### src/rtl/wb_writer.sv
// Writeback writer: queues ALU/load results in a small FIFO and drains one
// register-file write per cycle, with youngest-match forwarding lookups.
module wb_writer #(
  parameter int DATA_W = 32,
  parameter int ADDR_W = 3,
  parameter int DEPTH  = 4
) (
  input  logic              clk,
  input  logic              rst,
  input  logic              alu_valid,
  input  logic [ADDR_W-1:0] alu_addr,
  input  logic [DATA_W-1:0] alu_data,
  input  logic              mem_valid,
  input  logic [ADDR_W-1:0] mem_addr,
  input  logic [DATA_W-1:0] mem_data,
  output logic              in_ready,
  output logic              sto,
  output logic [ADDR_W-1:0] waddr,
  output logic [DATA_W-1:0] dataIn,
  input  logic [ADDR_W-1:0] raddr1,
  input  logic [ADDR_W-1:0] raddr2,
  output logic              hit1,
  output logic              hit2,
  output logic [DATA_W-1:0] fwd1,
  output logic [DATA_W-1:0] fwd2,
  output logic [ADDR_W:0]   count,
  output logic              empty
);

  localparam int PW = $clog2(DEPTH);
  localparam int CW = ADDR_W + 1;
  // Two free slots are required so a dual push can never overflow.
  localparam logic [CW-1:0] READY_MAX = CW'(DEPTH - 2);

  logic [DATA_W-1:0] data_q [DEPTH];
  logic [DATA_W-1:0] data_d [DEPTH];
  logic [ADDR_W-1:0] addr_q [DEPTH];
  logic [ADDR_W-1:0] addr_d [DEPTH];
  logic [PW-1:0]     rd_ptr_q, rd_ptr_d, wr_ptr_q, wr_ptr_d, alu_slot_s;
  logic [CW-1:0]     count_q, count_d;
  logic              sto_q, sto_d;
  logic [ADDR_W-1:0] waddr_q, waddr_d;
  logic [DATA_W-1:0] data_in_q, data_in_d;
  logic              ready_s, push_mem_s, push_alu_s, pop_s;
  logic [DATA_W:0]   look1_s, look2_s;

  // Returns {hit, data}: output register is the weakest match, then FIFO oldest to newest.
  function automatic logic [DATA_W:0] lookup(input logic [ADDR_W-1:0] ra);
    logic [DATA_W:0] res;
    logic [PW-1:0]   idx;
    logic            match;
    res = (sto_q && (waddr_q == ra)) ? {1'b1, data_in_q} : {(DATA_W+1){1'b0}};
    for (int i = 0; i < DEPTH; i++) begin
      idx   = rd_ptr_q + PW'(i);
      match = (CW'(i) < count_q) && (addr_q[idx] == ra);
      res   = match ? {1'b1, data_q[idx]} : res;
    end
    return res;
  endfunction

  // Handshake decode and FIFO/output-stage next state.
  always_comb begin
    ready_s    = (count_q <= READY_MAX);
    push_mem_s = mem_valid & ready_s;
    push_alu_s = alu_valid & ready_s;
    pop_s      = (count_q != {CW{1'b0}});
    data_d     = data_q;
    addr_d     = addr_q;
    alu_slot_s = wr_ptr_q + PW'(push_mem_s);
    data_d[wr_ptr_q]   = push_mem_s ? mem_data : data_q[wr_ptr_q];
    addr_d[wr_ptr_q]   = push_mem_s ? mem_addr : addr_q[wr_ptr_q];
    data_d[alu_slot_s] = push_alu_s ? alu_data : data_d[alu_slot_s];
    addr_d[alu_slot_s] = push_alu_s ? alu_addr : addr_d[alu_slot_s];
    wr_ptr_d = wr_ptr_q + PW'(push_mem_s) + PW'(push_alu_s);
    rd_ptr_d = rd_ptr_q + PW'(pop_s);
    count_d  = count_q + CW'(push_mem_s) + CW'(push_alu_s) - CW'(pop_s);
    if (pop_s) begin
      sto_d     = 1'b1;
      waddr_d   = addr_q[rd_ptr_q];
      data_in_d = data_q[rd_ptr_q];
    end else begin
      sto_d     = 1'b0;
      waddr_d   = waddr_q;
      data_in_d = data_in_q;
    end
  end

  // Forwarding lookups for both read ports.
  always_comb begin
    look1_s = lookup(raddr1);
    look2_s = lookup(raddr2);
  end

  // State registers; reset discards all pending writes and drops sto at once.
  always_ff @(posedge clk or negedge rst) begin
    if (!rst) begin
      for (int i = 0; i < DEPTH; i++) begin
        data_q[i] <= {DATA_W{1'b0}};
        addr_q[i] <= {ADDR_W{1'b0}};
      end
      rd_ptr_q  <= {PW{1'b0}};
      wr_ptr_q  <= {PW{1'b0}};
      count_q   <= {CW{1'b0}};
      sto_q     <= 1'b0;
      waddr_q   <= {ADDR_W{1'b0}};
      data_in_q <= {DATA_W{1'b0}};
    end else begin
      data_q    <= data_d;
      addr_q    <= addr_d;
      rd_ptr_q  <= rd_ptr_d;
      wr_ptr_q  <= wr_ptr_d;
      count_q   <= count_d;
      sto_q     <= sto_d;
      waddr_q   <= waddr_d;
      data_in_q <= data_in_d;
    end
  end

  assign in_ready = ready_s;
  assign sto      = sto_q;
  assign waddr    = waddr_q;
  assign dataIn   = data_in_q;
  assign count    = count_q;
  assign empty    = (count_q == {CW{1'b0}}) && !sto_q;
  assign hit1     = look1_s[DATA_W];
  assign fwd1     = look1_s[DATA_W-1:0];
  assign hit2     = look2_s[DATA_W];
  assign fwd2     = look2_s[DATA_W-1:0];

endmodule

### config.mk
export PLATFORM = sky130hd
export DESIGN_NAME = wb_writer
export DESIGN_NICKNAME = d
export VERILOG_FILES = /design/src/rtl/wb_writer.sv
export SDC_FILE = /design/constraint.sdc
export NUM_CORES = 1
export LEC_CHECK = 0
export ABC_CLOCK_PERIOD_IN_PS = 3500
export CORE_MARGIN = 1
export CORE_UTILIZATION = 40
export CTS_BUF_LIST = sky130_fd_sc_hd__clkbuf_4 sky130_fd_sc_hd__clkbuf_8
export CTS_CLUSTER_SIZE = 28
export DETAILED_ROUTE_END_ITERATION = 6
export PLACE_DENSITY_LB_ADDON = 0.1
export SKIP_CTS_REPAIR_TIMING = 1
export SLEW_MARGIN = 40
export SYNTH_ARGS = -nofsm -noshare
export SYNTH_HDL_FRONTEND = slang
export SYNTH_SLANG_ARGS = --single-unit
### constraint.sdc
create_clock -name clk -period 3.5 [get_ports clk]
set_clock_uncertainty 0.2 [all_clocks]
set_input_delay 0.35 -clock clk [delete_from_list [all_inputs] [get_ports clk]]
set_output_delay 0.35 -clock clk [all_outputs]
set_load 0.005 [all_outputs]
# Yosys cells after proc, flatten, opt, wreduce, memory -nomap -nowiden
# Cells that the tools add are included.
[op_classes]
n_eq_ne = 10
n_reduce_logical = 16
n_lt_le_gt_ge = 13
n_mux = 63
n_bitwise = 8
addsub = 9
[ops]
columns = ["op", "n"]
rows = [
  ["$mux 32", 16],
  ["$bmux 32 s2", 6],
  ["$mux 33", 10],
  ["$bwmux 128", 2],
  ["$demux 32 s2", 2],
  ["$mux 3", 16],
  ["$bmux 3 s2", 6],
  ["$eq 3x3->1", 10],
  ["$bwmux 12", 2],
  ["$ge 3x3->1 const B", 6],
  ["$not 2->3", 6],
  ["$logic_and 1x1->1", 13],
  ["$demux 3 s2", 2],
  ["$add 4x1->4", 2],
  ["$lt 1x4->1 const A", 2],
  ["$lt 2x4->1 const A", 2],
  ["$add 2x1->2", 3],
  ["$lt 3x1->1 const B", 2],
  ["$add 2x2->2 const B", 2],
  ["$le 4x2->1 const B", 1],
  ["$logic_not 4->1", 1],
  ["$reduce_bool 4->1", 1],
  ["$sub 4x1->4", 1],
  ["$add 2x1->2 const B", 1],
  ["3 further kinds", 4],
]
[word_totals]
word_cells = 133
out_inout_bits = 108
ff_bits = 184
input_bits = 80

# Logic depth before layout (Yosys ltp)
# Gate-level depths: netlist (run 1).
[depth]
word_depth = 11
depth_mapped = 13
ltp_nobuf = 11

# Worst setup path before layout (run 1)
# No wires, ideal clock.
[synth_timing]
path_kind = "flip-flop to flip-flop"
startpoint = "reg count_q[2], in the netlist count[2]"
endpoint = "reg count_q[2], in the netlist count[2]"
path_buffers = 2
required_ps = 3178
path_slack_ps = 311
synth_period_minus_slack_ps = 3189
path_stages_with_launch = 13
arrival_ps = 2867
setup_ps = 122
cell_sequence = "dfrtp_1 -> inv_1 -> ha_1 -> nand2b_1 -> nor2_1 -> inv_1 -> clkbuf_1 -> clkbuf_1 -> ha_1 -> inv_1 -> fa_1 -> fa_1 -> xor2_1"
[synth_between]
elab_cells_between_ends = 7
cone_classes = "add/sub (3); order compare (1); bitwise (2); reduce/logical (1)"
[synth_lines]
columns = ["element", "line", "rtl"]
rows = [
  ["from (decl)", "40", "logic [CW-1:0] count_q, count_d;"],
  ["from (signal assigned)", "103", "count_q <= {CW{1'b0}};"],
  ["from (signal assigned)", "112", "count_q <= count_d;"],
  ["$reduce_bool 4->1", "66", "pop_s = (count_q != {CW{1'b0}});"],
  ["named net pop_s", "44", "logic ready_s, push_mem_s, push_alu_s, pop_s;"],
  ["$sub 4x1->4", "76", "count_d = count_q + CW'(push_mem_s) + CW'(push_alu_s) - CW'(pop_s);"],
  ["named net count_d[2]", "40", ""],
]
# The timed path passes the listed nets, and every way through them passes these cells.
# A chain may end at the register's enable or synchronous reset.

# Final worst setup path (run 1)
[layout_timing]
startpoint = "reg rd_ptr_q[0]"
endpoint = "out fwd1[0]"
[layout_between]
elab_chain_cells = 10
elab_cells_between_ends = 43
cone_classes = "add/sub (3); eq/ne (4); mux (28); bitwise (4); reduce/logical (4)"
[layout_lines]
columns = ["element", "line", "rtl"]
rows = [
  ["from (decl)", "39", "logic [PW-1:0] rd_ptr_q, rd_ptr_d, wr_ptr_q, wr_ptr_d, alu_slot_s;"],
  ["from (signal assigned)", "101", "rd_ptr_q <= {PW{1'b0}};"],
  ["from (signal assigned)", "110", "rd_ptr_q <= rd_ptr_d;"],
  ["$add 2x1->2 / $not 2->3 (equally long branches)", "54, 55, 56", ""],
  ["$not 2->3 (implied by the code) / $bmux 3 s2 (equally long branches)", "55, 56", ""],
  ["$bmux 3 s2 / $mux 3 (equally long branches)", "55", "match = (CW'(i) < count_q) && (addr_q[idx] == ra);"],
  ["$mux 3 (implied by the code)", "55", ""],
  ["$mux 3 (implied by the code) / $eq 3x3->1 (equally long branches)", "55", ""],
  ["$eq 3x3->1 / $logic_and 1x1->1 (equally long branches)", "55", ""],
  ["$logic_and 1x1->1 / $mux 33 (equally long branches)", "55, 56", ""],
  ["$mux 33 (2 in series)", "56", "res = match ? {1'b1, data_q[idx]} : res;"],
  ["$mux 33 (*)", "56", ""],
  ["to (decl)", "24", "output logic [DATA_W-1:0] fwd1,"],
]
# Mark *: on every way between the ends. The rest lies on a longest branch, timed or not. The select of a mux whose other input is x is not followed.

==> impl_metrics.yaml, run 1 <==
synth:
  yosys.area_share.simple: 0.1865
  synth_compound_area_frac: 0.1892
  synth_fa_ha_area_frac: 0.009051
  synth_largest_area_cell: "dfrtp_1"
  syn_area_um2: 14100
  synth_warnings: 0
  post_synth.cell_area_avg_um2: 8.002
  ys_types: 42
  yosysMostFrequentCell: "nand2_1"
  synthTopCellsByArea: "dfrtp_1 (33%), mux2i_1 (18%), nand2_1 (11%)"
  yosysSeqAreaShare: 0.3266
  synth_top_cell_area_share: 0.3266
  synth_cells: 1762
  synth_top_family_by_area: "multiplexers"
  synth_flop_cell: "dfrtp_1"
  synthTopCellsByCount: "nand2_1 (397), mux2i_1 (249), nor2_1 (210), a21oi_1 (206), dfrtp_1 (184)"
  async_reset_ff_frac: 1.000
  synth_edf_count: 0
  synthMuxAreaShare: 0.2143
  syn_nets: 1851
  ys_ff_latch: 184
  synthXorXnorAreaFrac: 0.02360
routing:
  post_drt_wl_per_cell_um: 20.98
  drt_wl_total_um: 51240
  detail_route.iter0.violations: 980
  routed-via-count: 14030
  antenna_left: 0
  drt_first_pass_iters: 7
  drc: 0
  viasPerCell: 5.745
sta:
  finalHoldViolCount: 0
  setup_viol: 65
  fin_crit_ns: 3.902
  max_freq_mhz: 256.3
  max-slew-margin-rel: 0.4334
  worst_pin_slew_ns: 0.8499
  setup_ws_ns: -0.4016
  fin_crit_sh: 1.115
  setup_tns_ns: -19.69
  rsz0062_at_grt: "yes"
  drv_slew: 0
  whs_ns: 0.1360
cts:
  root_buffer: "clkbuf_8"
  cts_buffers: 17
  clock_path_buffers: 2
  cts_tree: "done"
  worstSkewPairLatency_ns: 0.53
  clkSinkCount: 184
  h-tree-depth: 4
  clkTransAtPathRegs_ns: 0.10
global_routing:
  grt_pass1_vias: 13270
  track_usage: 0.2711
  grt_overflow: 0
  antenna_found_initial: 0
  grt_pass1_wl_um: 75670
  grt_max_degree: 95
placement:
  globalplace.congestion: 0.8718
  post-place-ws_ns: -0.3526
  io_buffers: 187
  hpwlAfterDp_um: 32640
floorplanning:
  pin_count: 188
  die_area_um2: 36010
  floorplan.initialDensity: 0.4072
  die_h_um: 189.8
  core_um2: 34630
  num_rows: 68
  die-width_um: 189.8
outcome:
  status: "finished, violations left"
  violations: "setup timing"
run:
  drv_cap: 0
layout:
  fillers: 3176
  drive_above_1_share: 0.2406
  antenna_cells: 0
  area_delta_synth_final_pct: 35.77
  nets: 2063
critical_path:
  crit_path_end_kind: "primary output"
  crit_required_ns: 2.95
  critPathLaunch: "rd_ptr_q[0]"
  cp_slowest_cell: "mux4_2"
  slowest_delay_ns: 0.56
  critPathKind: "flop to primary output"
  r2r-start: "count[2]"
  startpoint_type: "flop"
  path_max_fanout: 7
  crit_chain: "buf_6 -> buf_4 -> mux4_2 -> xnor2_2 -> nand4_1 -> buf_12 -> buf_8 -> nor2_2 -> a21oi_1 -> o221ai_1 -> o221ai_1 -> buf_4 -> dlymetal6s2s_1"
  regToRegEndpoint: "data_q[121]"
  worst-r2r-cell-count: 12
  r2r_slack_ns: 0.56
  worst-endpoint-arrival_ns: 3.35
min_path:
  min_path_type: "input port to asynchronous set/reset pin"
metal layers:
metal / vias up / track usage / wire [µm]
met3: 71 / 0.03542 / 3031
li1: 6672 / - / -
met1: 6838 / 0.3723 / 22780
met2: 449 / 0.4397 / 24260
met4: 0 / 0.08902 / 1167
met5: - / 0 / 0
worst max path at each step:
stage / slack (ns) / depth (start not counted) / endpoint
2_1_floorplan: 0.31 / 12 / count[2]
3_3_place_gp: -0.34 / 9 / fwd2[0]
3_5_place_dp: -0.35 / 10 / fwd2[0]
4_1_cts: -0.79 / 11 / fwd2[2]
5_1_grt: -0.49 / 13 / fwd1[0]
6_report: -0.40 / 13 / fwd1[0]
placed cells by master, fill, tap and decap left out, types with 33 or more instances in the layout:
cell type	netlist	final
o221ai_1	96	35
buf_12	0	39
o21ai_0	33	33
buf_4	6	102
nand2_1	397	391
mux2i_1	249	244
o221ai_2	0	51
a21oi_1	206	196
nor2_1	210	196
clkdlybuf4s50_1	0	120
mux2_2	35	34
dfrtp_1	184	182
layout make-up:
cell class / count / area (µm²) / share of cell area
clock buffers: 17 / 234.0 / 0.01222
clock inverters: 15 / 173.9 / 0.009085
inverters: 9 / 36.28 / 0.001895
multi-input cells: 1409 / 9901 / 0.5172
flip-flops and latches: 184 / 4612 / 0.2409
well taps: 455 / 569.3 / 0.02974
repair buffers: 353 / 3617 / 0.1890
state kept, by name, summed over array words and instances (netlist names):
signal and count:
count 4, rd_ptr_q 2, data_q 128, addr_q 12, dataIn 32, waddr 3
sto 1, wr_ptr_q 2
kinds of logic (layout without fill, tap and decap cells):
kind of cell / count (synthesis) / in the layout
simple gates: 664 / 664
compound gates: 408 / 408
xor+xnor: 38 / 38
fa+ha+maj: 9 / 9
mux: 290 / 290
buf+inv: 169 / 394
flops: 184 / 184
worst max-delay path, delay by kind of cell, from the launching register on:
family                 cells  cell delay, ns
AO/OA/AOI/OAI              3            0.36
flip-flops                 1            0.48
multiplexers               1            0.56
buffers and inverters      6            0.97
AND/OR/NAND/NOR            2            0.30
XOR/XNOR                   1            0.16
stage by stage:
step	area [µm²]	std cells	util
after floorplan	14100	1762	-
after global placement	17320	2368	0.5001
after detailed placement	17340	2369	0.5009
after CTS	17750	2401	0.5126
after global routing	19140	2442	0.5528
final	19140	2442	0.5528
Power of run 1 is not shown: default switching activity piles up to over one toggle a cycle in this logic, so the estimate is an artifact.
==> run 2: changes to the inputs <==
--- a/config.mk
+++ b/config.mk
@@ -6,7 +6,7 @@
 export NUM_CORES = 1
 export LEC_CHECK = 0
 export ABC_CLOCK_PERIOD_IN_PS = 3500
-export CORE_MARGIN = 1
+export CORE_MARGIN = 3
 export CORE_UTILIZATION = 40
 export CTS_BUF_LIST = sky130_fd_sc_hd__clkbuf_4 sky130_fd_sc_hd__clkbuf_8
 export CTS_CLUSTER_SIZE = 28
==> impl_metrics.yaml, run 2 (same netlist as run 1, synthesis figures left out) <==
layout:
  drive_above_1_share: 0.1826
  final_common_cell: "nand2_1"
  layout.area.seq_um2: 4612
  final_util: 0.5393
  nets: 2054
  largest_reg_flops: 128
  multiInputGateArea_um2: 9356
  regMostFlops: "data_q"
  antenna_cells: 0
  fillers: 3189
  area_delta_synth_final_pct: 32.44
  final_cells: 2432
  final_cell_mix: "nand2_1 (392), mux2i_1 (244), nor2_1 (205)"
critical_path:
  path_buf_inv: 6
  critPathKind: "flop to primary output"
  crit_required_ns: 2.95
  critical_path_depth: 13
  path_max_fanout: 20
  crit_path_frequent_cell: "buf_4"
  worst-endpoint-arrival_ns: 3.52
  cp_slowest_cell: "dfrtp_4"
  startpoint_type: "flop"
  crit_path_end_kind: "primary output"
  slowest_delay_ns: 0.53
  crit_chain: "buf_4 -> buf_4 -> mux2i_4 -> xnor2_2 -> nor4_1 -> o21bai_2 -> buf_4 -> nand2_4 -> buf_12 -> a31o_2 -> o221ai_1 -> buf_4 -> clkdlybuf4s50_1"
  worst-r2r-cell-count: 12
  critical_path.top_delay_family: "buffers and inverters"
sta:
  worst_pin_slew_ns: 0.8453
  setup_viol: 66
  fin_crit_ns: 4.073
  max-slew-margin-rel: 0.4365
  max_freq_mhz: 245.5
  rsz0062_at_grt: "yes"
  setup_ws_ns: -0.5733
  finalHoldViolCount: 0
  drv_slew: 0
  whs_ns: 0.08020
  fin_crit_sh: 1.164
cts:
  clock_path_buffers: 2
  worstSkewPairLatency_ns: 0.49
  clkTransAtPathRegs_ns: 0.09
  clkSinkCount: 184
  cts_tree: "done"
  h-tree-depth: 4
  root_buffer: "clkbuf_8"
  cts_buffers: 17
pwr:
  power_uw: 25680
  p_leak_uw: 0.009111
  pwr-share-clk: 0.064
  power_density_nw_per_um2: 1375
  seqPwrFrac: 0.171
  p_sw_uw: 11720
  combPwrFrac: 0.765
  peakVddDrop_mv: 0.7386
  p_int_uw: 13960
  swShare: 0.4565
placement:
  dp_cells: 2381
  hpwlAfterDp_um: 33570
  globalplace.congestion: 0.8926
  io_buffers: 187
routing:
  detail_route.iter0.violations: 1170
  post_drt_wl_per_cell_um: 20.84
  drc: 0
  routed-via-count: 13900
  drt_wl_total_um: 50680
  antenna_left: 0
  drt_first_pass_iters: 5
  viasPerCell: 5.716
floorplanning:
  die-width_um: 193.8
  num_rows: 68
  core_um2: 34630
  pin_count: 188
  floorplan.initialDensity: 0.4072
  die_area_um2: 37540
  die_h_um: 193.8
global_routing:
  grt_overflow: 0
  grt_pass1_wl_um: 76340
  grt_pass1_vias: 13570
  track_usage: 0.2527
  antenna_found_initial: 0
  grt_max_degree: 92
outcome:
  violations: "setup timing"
  status: "finished, violations left"
min_path:
  min_path_type: "input port to asynchronous set/reset pin"
run:
  drv_cap: 0
==> run 2: cell count changes in the layout (fill, tap and decap cells not counted), sizes merged <==
cell / delta
buf: -27
clkdlybuf4s50: +24
clkbuf: -17
dlymetal6s2s: +17
inv: -12
bufinv: +2
clkinv: +2
nor2b: +1
==> run 2: cell type report <==
class,instances,share of cell area
sequential,184,0.2470
inverter,9,0.001943
timing repair buffer,343,0.1966
clock inverter,7,0.006231
clock buffer,24,0.01668
tap,455,0.03049
multi-input combinational,1410,0.5010
==> run 2: per-stage QoR <==
| stage | worst slack (ns) | instance area, µm² | setup TNS [ns] |
|---|---|---|---|
| 2_1_floorplan | 0.3107 | 14100 | 0 |
| 5_1_grt | -0.6681 | 18670 | -29.20 |
| 3_3_place_gp | -0.3725 | 17380 | -11.61 |
| 6_report | -0.5733 | 18670 | -21.01 |
| 4_1_cts | -0.7840 | 17820 | -42.77 |
| 3_5_place_dp | -0.3861 | 17400 | -10.57 |
==> run 2: power groups by stage <==
stage / Sequential (µW) / Combinational (µW) / Clock [µW]
after global placement: 4370 / 18000 / 0
after global routing: 4560 / 21200 / 1750
final: 4400 / 19600 / 1630
after CTS: 4370 / 18300 / 1670
after detailed placement: 4410 / 18200 / 0
after floorplan: 4020 / 10200 / 0
==> run 2: final timing paths <==
check	start	slack, ns	endpoint
hold / removal	rst	0.08	data_q[123]
max in group asynchronous	rst	2.06	data_q[51]
setup / recovery	rd_ptr_q[0]	-0.57	fwd2[0]
hold reg to reg	dataIn[27]	0.34	dataIn[27]
min in group clk	alu_data[7]	0.31	data_q[71]
setup reg to reg	count[2]	0.46	count[2]
==> run 2: routing by layer <==
metal,up-vias,track usage,share of wire
met3,64,0.04466,0.059
met5,-,0,0
met1,6716,0.3467,0.45
met4,0,0.07420,0.023
li1,6657,-,-
met2,465,0.4106,0.47
No activity file was read; power rests on OpenSTA's default activity.
==> run 3: changes to the inputs <==
--- a/config.mk
+++ b/config.mk
@@ -12,6 +12,7 @@
 export CTS_CLUSTER_SIZE = 28
 export DETAILED_ROUTE_END_ITERATION = 6
 export PLACE_DENSITY_LB_ADDON = 0.1
+export RECOVER_POWER = 100
 export SKIP_CTS_REPAIR_TIMING = 1
 export SLEW_MARGIN = 40
 export SYNTH_ARGS = -nofsm -noshare
==> impl_metrics.yaml, run 3 (same netlist as run 1, synthesis figures left out) <==
outcome:
  status: "finished, violations left"
  violations: "setup timing"
floorplanning:
  num_rows: 68
  die_h_um: 193.8
  die_area_um2: 37540
  core_um2: 34630
  die-width_um: 193.8
  pin_count: 188
  floorplan.initialDensity: 0.4072
global_routing:
  track_usage: 0.2527
  grt_pass1_wl_um: 76340
  grt_overflow: 0
  busiest_layer: "met2"
  use_met3: 0.04466
  use_met1: 0.3467
  antenna_found_initial: 0
  grt_pass1_vias: 13570
  grt_max_degree: 92
  gr-usage-met2: 0.4106
layout:
  multiInputGateArea_um2: 9346
  final_common_cell: "nand2_1"
  design_area_um2: 18580
  fillers: 3204
  regMostFlops: "data_q"
  nets: 2054
  layout.area.seq_um2: 4612
  final_cell_mix: "nand2_1 (392), mux2i_1 (244), nor2_1 (206)"
  antenna_cells: 0
  final_cells: 2432
  largest_reg_flops: 128
  area_delta_synth_final_pct: 31.74
  drive_above_1_share: 0.1801
critical_path:
  cp_slowest_cell: "dfrtp_4"
  slowest_delay_ns: 0.53
  crit_required_ns: 2.95
  crit_chain: "buf_4 -> buf_4 -> mux2i_4 -> xnor2_2 -> nor4_1 -> o21bai_2 -> buf_4 -> nand2_4 -> buf_12 -> a31o_2 -> o221ai_1 -> buf_4 -> clkdlybuf4s50_1"
  worst-endpoint-arrival_ns: 3.52
  crit_path_frequent_cell: "buf_4"
  path_max_fanout: 20
  crit_path_end_kind: "primary output"
  startpoint_type: "flop"
  critPathKind: "flop to primary output"
sta:
  fin_crit_sh: 1.164
  worst_pin_slew_ns: 1.390
  fin_crit_ns: 4.073
  finalHoldViolCount: 0
  drv_slew: 0
  rsz0062_at_grt: "yes"
  whs_ns: 0.3145
  setup_viol: 70
  max-slew-margin-rel: 0.07341
  max_freq_mhz: 245.5
  setup_ws_ns: -0.5734
cts:
  cts_tree: "done"
  root_buffer: "clkbuf_8"
  clkSinkCount: 184
  cts_buffers: 17
  clkTransAtPathRegs_ns: 0.10
  clock_path_buffers: 2
  h-tree-depth: 4
  worstSkewPairLatency_ns: 0.49
placement:
  hpwlAfterDp_um: 33570
  dp_cells: 2381
  globalplace.congestion: 0.8926
  io_buffers: 187
  dpl_cell_area_um2: 17400
pwr:
  peakVddDrop_mv: 0.7369
  power_density_nw_per_um2: 1375
  p_leak_uw: 0.009082
routing:
  drc: 0
  drt_wl_total_um: 50590
  drt_first_pass_iters: 6
  post_drt_wl_per_cell_um: 20.80
  routed-via-count: 13950
  antenna_left: 0
  detail_route.iter0.violations: 997
  viasPerCell: 5.734
min_path:
  min_path_type: "input port to flop"
run:
  drv_cap: 0
==> run 3: power breakdown <==
group | leakage, µW | internal [µW] | switching (µW)
Sequential | 0.00213 | 3280 | 1120
Clock | 0.000219 | 803 | 828
Combinational | 0.00673 | 9760 | 9750
Total | 0.00908 | 13800 | 11700
==> run 3: worst max-delay path: cells and delay by family (launching register included) <==
family	cells	cell delay, ns
AOI/OAI and AO/OA	3	0.66
xor gates and xnor gates	1	0.20
buffers and inverters	6	1.27
DFF	1	0.53
muxes	1	0.19
and+or+nand+nor	2	0.15
==> run 3: final timing paths <==
| kind | start | endpoint | slack [ns] | cells after the start |
|---|---|---|---|---|
| setup / recovery | rd_ptr_q[0] | fwd2[0] | -0.57 | 13 |
| hold / removal | alu_data[29] | data_q[93] | 0.31 | 3 |
| setup reg to reg | count[2] | count[2] | -0.27 | 12 |
| hold reg to reg | dataIn[27] | dataIn[27] | 0.33 | 2 |
| max in group asynchronous | rst | data_q[51] | 0.43 | 4 |
| min in group asynchronous | rst | data_q[123] | 0.50 | 2 |
==> run 3: per-stage QoR <==
stage / utilization / worst slack [ns] / setup TNS, ns / power [µW]
finish: 0.5364 / -0.5734 / -21.82 / 25540
global route: 0.5364 / -0.6681 / -31.64 / 27400
CTS: 0.5147 / -0.7840 / -42.77 / 24350
detailed placement: 0.5024 / -0.3861 / -10.57 / 22610
global placement: 0.5020 / -0.3725 / -11.61 / 22360
floorplan: - / 0.3107 / 0 / 14180
==> run 3: final cells by class <==
class                           count  area share
Sequential cell                   184      0.2483
Multi-Input combinational cell   1410      0.5032
Inverter                            9    0.001953
Tap cell                          455     0.03065
Clock buffer                       24     0.01677
Timing Repair Buffer              343      0.1929
Clock inverter                      7    0.006264
==> run 3: layer usage <==
metal  up-vias  wire, µm
li1       6645         -
met1      6763     22760
met2       469     23700
met3        68      2915
met4         0      1208
met5         -         0
